--- config.mk ---
export PLATFORM = sky130hd
export DESIGN_NAME = cnt_cmd_ctrl_flat
export DESIGN_NICKNAME = d
export VERILOG_FILES = /design/src/rtl/cnt_pkg.sv /design/src/rtl/cnt_cmd_ctrl_if.sv /design/src/rtl/db_sync.sv /design/src/rtl/cnt_cmd_ctrl.sv /design/src/flat_wrapper.sv
export SDC_FILE = /design/constraint.sdc
export NUM_CORES = 1
export LEC_CHECK = 0
export ABC_AREA = 1
export CAP_MARGIN = 20
export CELL_PAD_IN_SITES_DETAIL_PLACEMENT = 0
export CELL_PAD_IN_SITES_GLOBAL_PLACEMENT = 2
export CORE_MARGIN = 2
export CORE_UTILIZATION = 35
export CTS_BUF_LIST = sky130_fd_sc_hd__clkbuf_8 sky130_fd_sc_hd__clkbuf_16
export DETAILED_ROUTE_END_ITERATION = 10
export PLACE_DENSITY_LB_ADDON = 0.2
export SYNTH_ARGS = -nofsm -noshare
export SYNTH_HDL_FRONTEND = slang
export SYNTH_SLANG_ARGS = --single-unit
--- constraint.sdc ---
create_clock -name clk -period 1.4 [get_ports clk]
set_input_delay 0.21 -clock clk [delete_from_list [all_inputs] [get_ports clk]]
set_output_delay 0.21 -clock clk [all_outputs]
set_load 0.02 [all_outputs]
--- src/rtl/cnt_pkg.sv ---
// Shared definitions for the up/down counter and its command front end.
package cnt_pkg;
    localparam int CW = 4;
endpackage

--- src/rtl/cnt_cmd_ctrl_if.sv ---
// Board-side button/switch inputs and the conditioned counter commands.
interface cnt_cmd_ctrl_if;
    import cnt_pkg::*;

    logic          btn_load;
    logic          btn_dir;
    logic [CW-1:0] sw_val;
    logic          load;
    logic          down;
    logic [CW-1:0] cnt_in;

    modport master (
        output btn_load, btn_dir, sw_val,
        input  load, down, cnt_in
    );

    modport slave (
        input  btn_load, btn_dir, sw_val,
        output load, down, cnt_in
    );
endinterface

--- src/rtl/db_sync.sv ---
// Two-flop synchroniser followed by a counter-based debouncer for one raw button.
module db_sync #(
    parameter int DB_CYCLES = 4
) (
    input  logic clk,
    input  logic rst,
    input  logic din,
    output logic dout
);
    localparam int                CNT_W   = $clog2(DB_CYCLES);
    localparam logic [CNT_W-1:0] CNT_MAX = CNT_W'(DB_CYCLES - 1);

    logic [1:0]       sync_q;
    logic             db_q;
    logic [CNT_W-1:0] cnt_q;

    // The state only flips after DB_CYCLES consecutive disagreeing samples.
    always_ff @(posedge clk or negedge rst) begin
        if (!rst) begin
            sync_q <= '0;
            db_q   <= 1'b0;
            cnt_q  <= '0;
        end else begin
            sync_q <= {sync_q[0], din};
            if (sync_q[1] != db_q) begin
                if (cnt_q == CNT_MAX) begin
                    db_q  <= ~db_q;
                    cnt_q <= '0;
                end else begin
                    cnt_q <= cnt_q + 1'b1;
                end
            end else begin
                cnt_q <= '0;
            end
        end
    end

    assign dout = db_q;
endmodule

--- src/rtl/cnt_cmd_ctrl.sv ---
// Turns raw load/direction buttons and a switch bank into a clean load pulse,
// a registered load value and a toggling direction level for the counter.
module cnt_cmd_ctrl
    import cnt_pkg::*;
#(
    parameter int DB_CYCLES = 4
) (
    input logic           clk,
    input logic           rst,
    cnt_cmd_ctrl_if.slave cmd
);
    logic          ld_db, dir_db;
    logic          ld_rise, dir_rise;
    logic [CW-1:0] sw_s1_q, sw_s2_q;
    logic          ld_db_q, dir_db_q;
    logic          load_q, load_d;
    logic          down_q, down_d;
    logic [CW-1:0] cnt_in_q, cnt_in_d;

    db_sync #(.DB_CYCLES(DB_CYCLES)) u_db_load (
        .clk  (clk),
        .rst  (rst),
        .din  (cmd.btn_load),
        .dout (ld_db)
    );

    db_sync #(.DB_CYCLES(DB_CYCLES)) u_db_dir (
        .clk  (clk),
        .rst  (rst),
        .din  (cmd.btn_dir),
        .dout (dir_db)
    );

    // Both paths are independent, so simultaneous presses act in the same cycle.
    always_comb begin
        ld_rise  = ld_db & ~ld_db_q;
        dir_rise = dir_db & ~dir_db_q;
        load_d   = ld_rise;
        cnt_in_d = ld_rise ? sw_s2_q : cnt_in_q;
        down_d   = dir_rise ? ~down_q : down_q;
    end

    always_ff @(posedge clk or negedge rst) begin
        if (!rst) begin
            sw_s1_q  <= '0;
            sw_s2_q  <= '0;
            ld_db_q  <= 1'b0;
            dir_db_q <= 1'b0;
            load_q   <= 1'b0;
            down_q   <= 1'b0;
            cnt_in_q <= '0;
        end else begin
            sw_s1_q  <= cmd.sw_val;
            sw_s2_q  <= sw_s1_q;
            ld_db_q  <= ld_db;
            dir_db_q <= dir_db;
            load_q   <= load_d;
            down_q   <= down_d;
            cnt_in_q <= cnt_in_d;
        end
    end

    assign cmd.load   = load_q;
    assign cmd.down   = down_q;
    assign cmd.cnt_in = cnt_in_q;
endmodule

--- src/flat_wrapper.sv ---
// flat-port wrapper written by rule: the top's interface ports become plain ports
module cnt_cmd_ctrl_flat import cnt_pkg::*;
#(
    parameter int DB_CYCLES = 4
)
  (clk, rst, cmd_btn_load, cmd_btn_dir, cmd_sw_val, cmd_load, cmd_down, cmd_cnt_in);
  cnt_cmd_ctrl_if cmd_i ();
  input logic clk;
  input logic rst;
  input wire logic [$bits(cmd_i.btn_load)-1:0] cmd_btn_load;
  input wire logic [$bits(cmd_i.btn_dir)-1:0] cmd_btn_dir;
  input wire logic [$bits(cmd_i.sw_val)-1:0] cmd_sw_val;
  output wire logic [$bits(cmd_i.load)-1:0] cmd_load;
  output wire logic [$bits(cmd_i.down)-1:0] cmd_down;
  output wire logic [$bits(cmd_i.cnt_in)-1:0] cmd_cnt_in;
  assign cmd_i.btn_load = cmd_btn_load;
  assign cmd_i.btn_dir = cmd_btn_dir;
  assign cmd_i.sw_val = cmd_sw_val;
  assign cmd_load = cmd_i.load;
  assign cmd_down = cmd_i.down;
  assign cmd_cnt_in = cmd_i.cnt_in;
  cnt_cmd_ctrl #(.DB_CYCLES(DB_CYCLES)) u_core (.clk(clk), .rst(rst), .cmd(cmd_i));
endmodule
==> flow_summary.yaml <==
run_status:
  run_status: "completed"
synth:
  synth_xor_area_share_pct: 0
  syn_avg_cell_area_sq_um: 12.2
  netlist_instances: 70
  synthesis.area_sq_um: 852
  ys_types: 11
  syn-num-nets: 80
  synth_mux_area_share_pct: 0
  synthSimpleGateAreaFrac_pct: 16.0
  synth_top_family_by_area: "simple AND/OR/NAND/NOR gates"
  synth_compound_area_share_pct: 1.17
  synth-seq-area-share_pct: 76.4
  yosys.area_share.adder_pct: 2.94
  yosys_register_bits: 26
  synth_warnings: 0
power:
  p_sw_share_pct: 29.5
  power.density_nw_per_um2: 2030
  p_comb_share_pct: 25.4
  p_int_mw: 1.56
  ir_drop_mv: 0.960
  seqPwrFrac_pct: 47.5
  p_sw_uw: 652
  leakage_nw: 0.557
  power_frac_clock_pct: 27.1
grt:
  grt_usage_pct: 10.5
  grt-ovfl-total: 0
  grt_pass1_vias: 457
  grt_first_pass_wirelength_mm: 1.94
  antenna_found_initial: 0
  grt_max_degree: 27
detailed_routing:
  via_per_inst: 4.19
  post_drt_wl_per_cell_um: 9.16
  wl_mm: 1.06
  dr.pass1.iters: 2
  drt_iter0_markers: 1
  vias: 486
  drcViolationCount: 0
  final_antenna_net_count: 0
floorplanning:
  die_y_um: 53.3
  row_count: 17
  dieArea_sq_um: 2850
  core_sq_um: 2250
  num_io_pins: 14
  die_w_um: 53.3
  start_util_pct: 37.8
timing:
  max_slew_margin_pct: 79.1
  worstMarginPinSlew_ns: 0.314
  tns_ns: 0
  layout_setup_ws_ns: 0.211
  setup_viol: 0
  fin_crit_sh_pct: 84.9
  slew_violations: 0
  rsz0062_at_grt: "no"
  hold_viol_final: 0
  timing.fmax_ghz: 0.841
  fin_crit_ns: 1.19
  fin_skew_ns: 0.00929
final_layout:
  final_cell_mix: "dfrtp_1 (26), nand2_1 (24), inv_1 (7), clkdlybuf4s50_1 (7), dlygate4sd2_1 (6)"
  layout_commonest_cell: "dfrtp_1"
  antenna_cells: 0
  syn2layout_area_growth_pct: 27.8
  fin_cells: 116
  fin_nets: 99
  drive_above_1_share_pct: 7.95
clock_network:
  ctsHtreeMaxLevel: 1
  postCtsSetupBuffers: 0
  worstSkewPairLatency_ns: 0.27
  cts.path.max_buffers: 2
  root_buffer: "clkbuf_8"
  cts_made_buffers: 3
  path_clk_slew_ns: 0.09
  clkSinkCount: 26
  cts_tree: "done"
  ctsHoldBuffers: 0
setup_path:
  critPathBufInv: 1
  rrSetupSlack_ns: 0.42
  crit_fanout: 3
  cp.arrival_ns: 0.98
  start_kind: "register"
  cp.required_ns: 1.19
  worstPathCellList: "dlygate4sd2_1"
  critPathSlowestCell: "dfrtp_1"
  crit_type: "reg -> out"
  path_delay_family: "flip-flops"
  cp_slowest_stage_delay_ns: 0.39
  worstSetupEndpointType: "output port"
worst_hold_path:
  hold_path.class: "in -> async"
place:
  routabilityCongestion: 0.655
  dp.cells: 112
  hpwl_um: 740
  place_ws_ns: 0.238
  port_buffers: 13
run:
  cap_violations: 0
## cell type report
class,count,area [sq um]
multi-input cells,36,171
repair buffers,14,130
clock buffers,3,41.3
flip-flops and latches,26,651
well taps,28,35.0
fillers,227,1170
clock inverters,1,30.0
inverters,8,30.0
## registers in the layout, summed over array words and instances, names as in the netlist, 2 cells and up
name                     flops
u_core.u_db_dir.cnt_q        2
u_core.u_db_load.cnt_q       2
u_core.sw_s1_q               4
u_core.u_db_load.sync_q      2
u_core.u_db_dir.sync_q       2
u_core.sw_s2_q               4
u_core.cmd.cnt_in            4
## power by group through the flow
stage | combinational, mW | sequential [mW] | clock (mW)
global route | 0.647 | 1.08 | 0.652
detailed placement | 0.628 | 1.08 | 0
finish | 0.561 | 1.05 | 0.599
floorplan | 0.274 | 1.16 | 0
CTS | 0.575 | 1.06 | 0.623
global placement | 0.621 | 1.06 | 0
## cell usage after synthesis, drive strengths merged
cell type | instances | area [sq um]
nor2 | 5 | 26.3
ha | 2 | 25.0
o21ai | 2 | 10.0
nand3b | 1 | 7.51
inv | 8 | 30.0
dfrtp | 26 | 651
or2 | 2 | 12.5
nand2 | 24 | 90.1
## kinds of logic (layout without fill, tap and decap cells)
| logic type | Yosys count | after routing |
|---|---|---|
| AO/OA/AOI/OAI | 2 | 2 |
| adder cells (fa/ha/maj) | 2 | 2 |
| AND/OR/NAND/NOR | 32 | 32 |
| buffers and inverters | 8 | 26 |
| flip-flops | 26 | 26 |
## stage by stage
step | area, sq um | hold WS (ns) | util, % | total power [mW]
6_report | 1090 | 0.290 | 48.3 | 2.21
5_1_grt | 1090 | 0.335 | 48.3 | 2.38
4_1_cts | 1090 | 0.300 | 48.3 | 2.25
3_5_place_dp | 1020 | 0.335 | 45.4 | 1.71
3_3_place_gp | 1020 | 0.332 | 45.4 | 1.69
2_1_floorplan | 852 | -0.0856 | - | 1.44
## what timing repair did
action / in CTS / in global routing
setup endpoints to repair: 6 / 0
gates resized for setup: 6 / 0
hold endpoints to repair: 0 / 0
## final timing paths
path | start | end | cells after the start
max reg2reg | u_core.u_db_load.cnt_q[0] | u_core.u_db_load.cnt_q[0] | 3
max in group asynchronous | rst | u_core.u_db_load.sync_q[1] | 2
min | rst | u_core.cmd.cnt_in[3] | 2
min in group clk | u_core.sw_s1_q[0] | u_core.sw_s2_q[0] | 0
min reg2reg | u_core.sw_s1_q[0] | u_core.sw_s2_q[0] | 0
max | u_core.cmd.down | cmd_down | 1
## per-layer routing
layer	part of all wire, %	GRT usage [%]
met4	2.7	6.41
met3	8.4	5.93
met2	41	14.2
met1	48	12.6
met5	0	0
(Power assumes the default switching activity.)
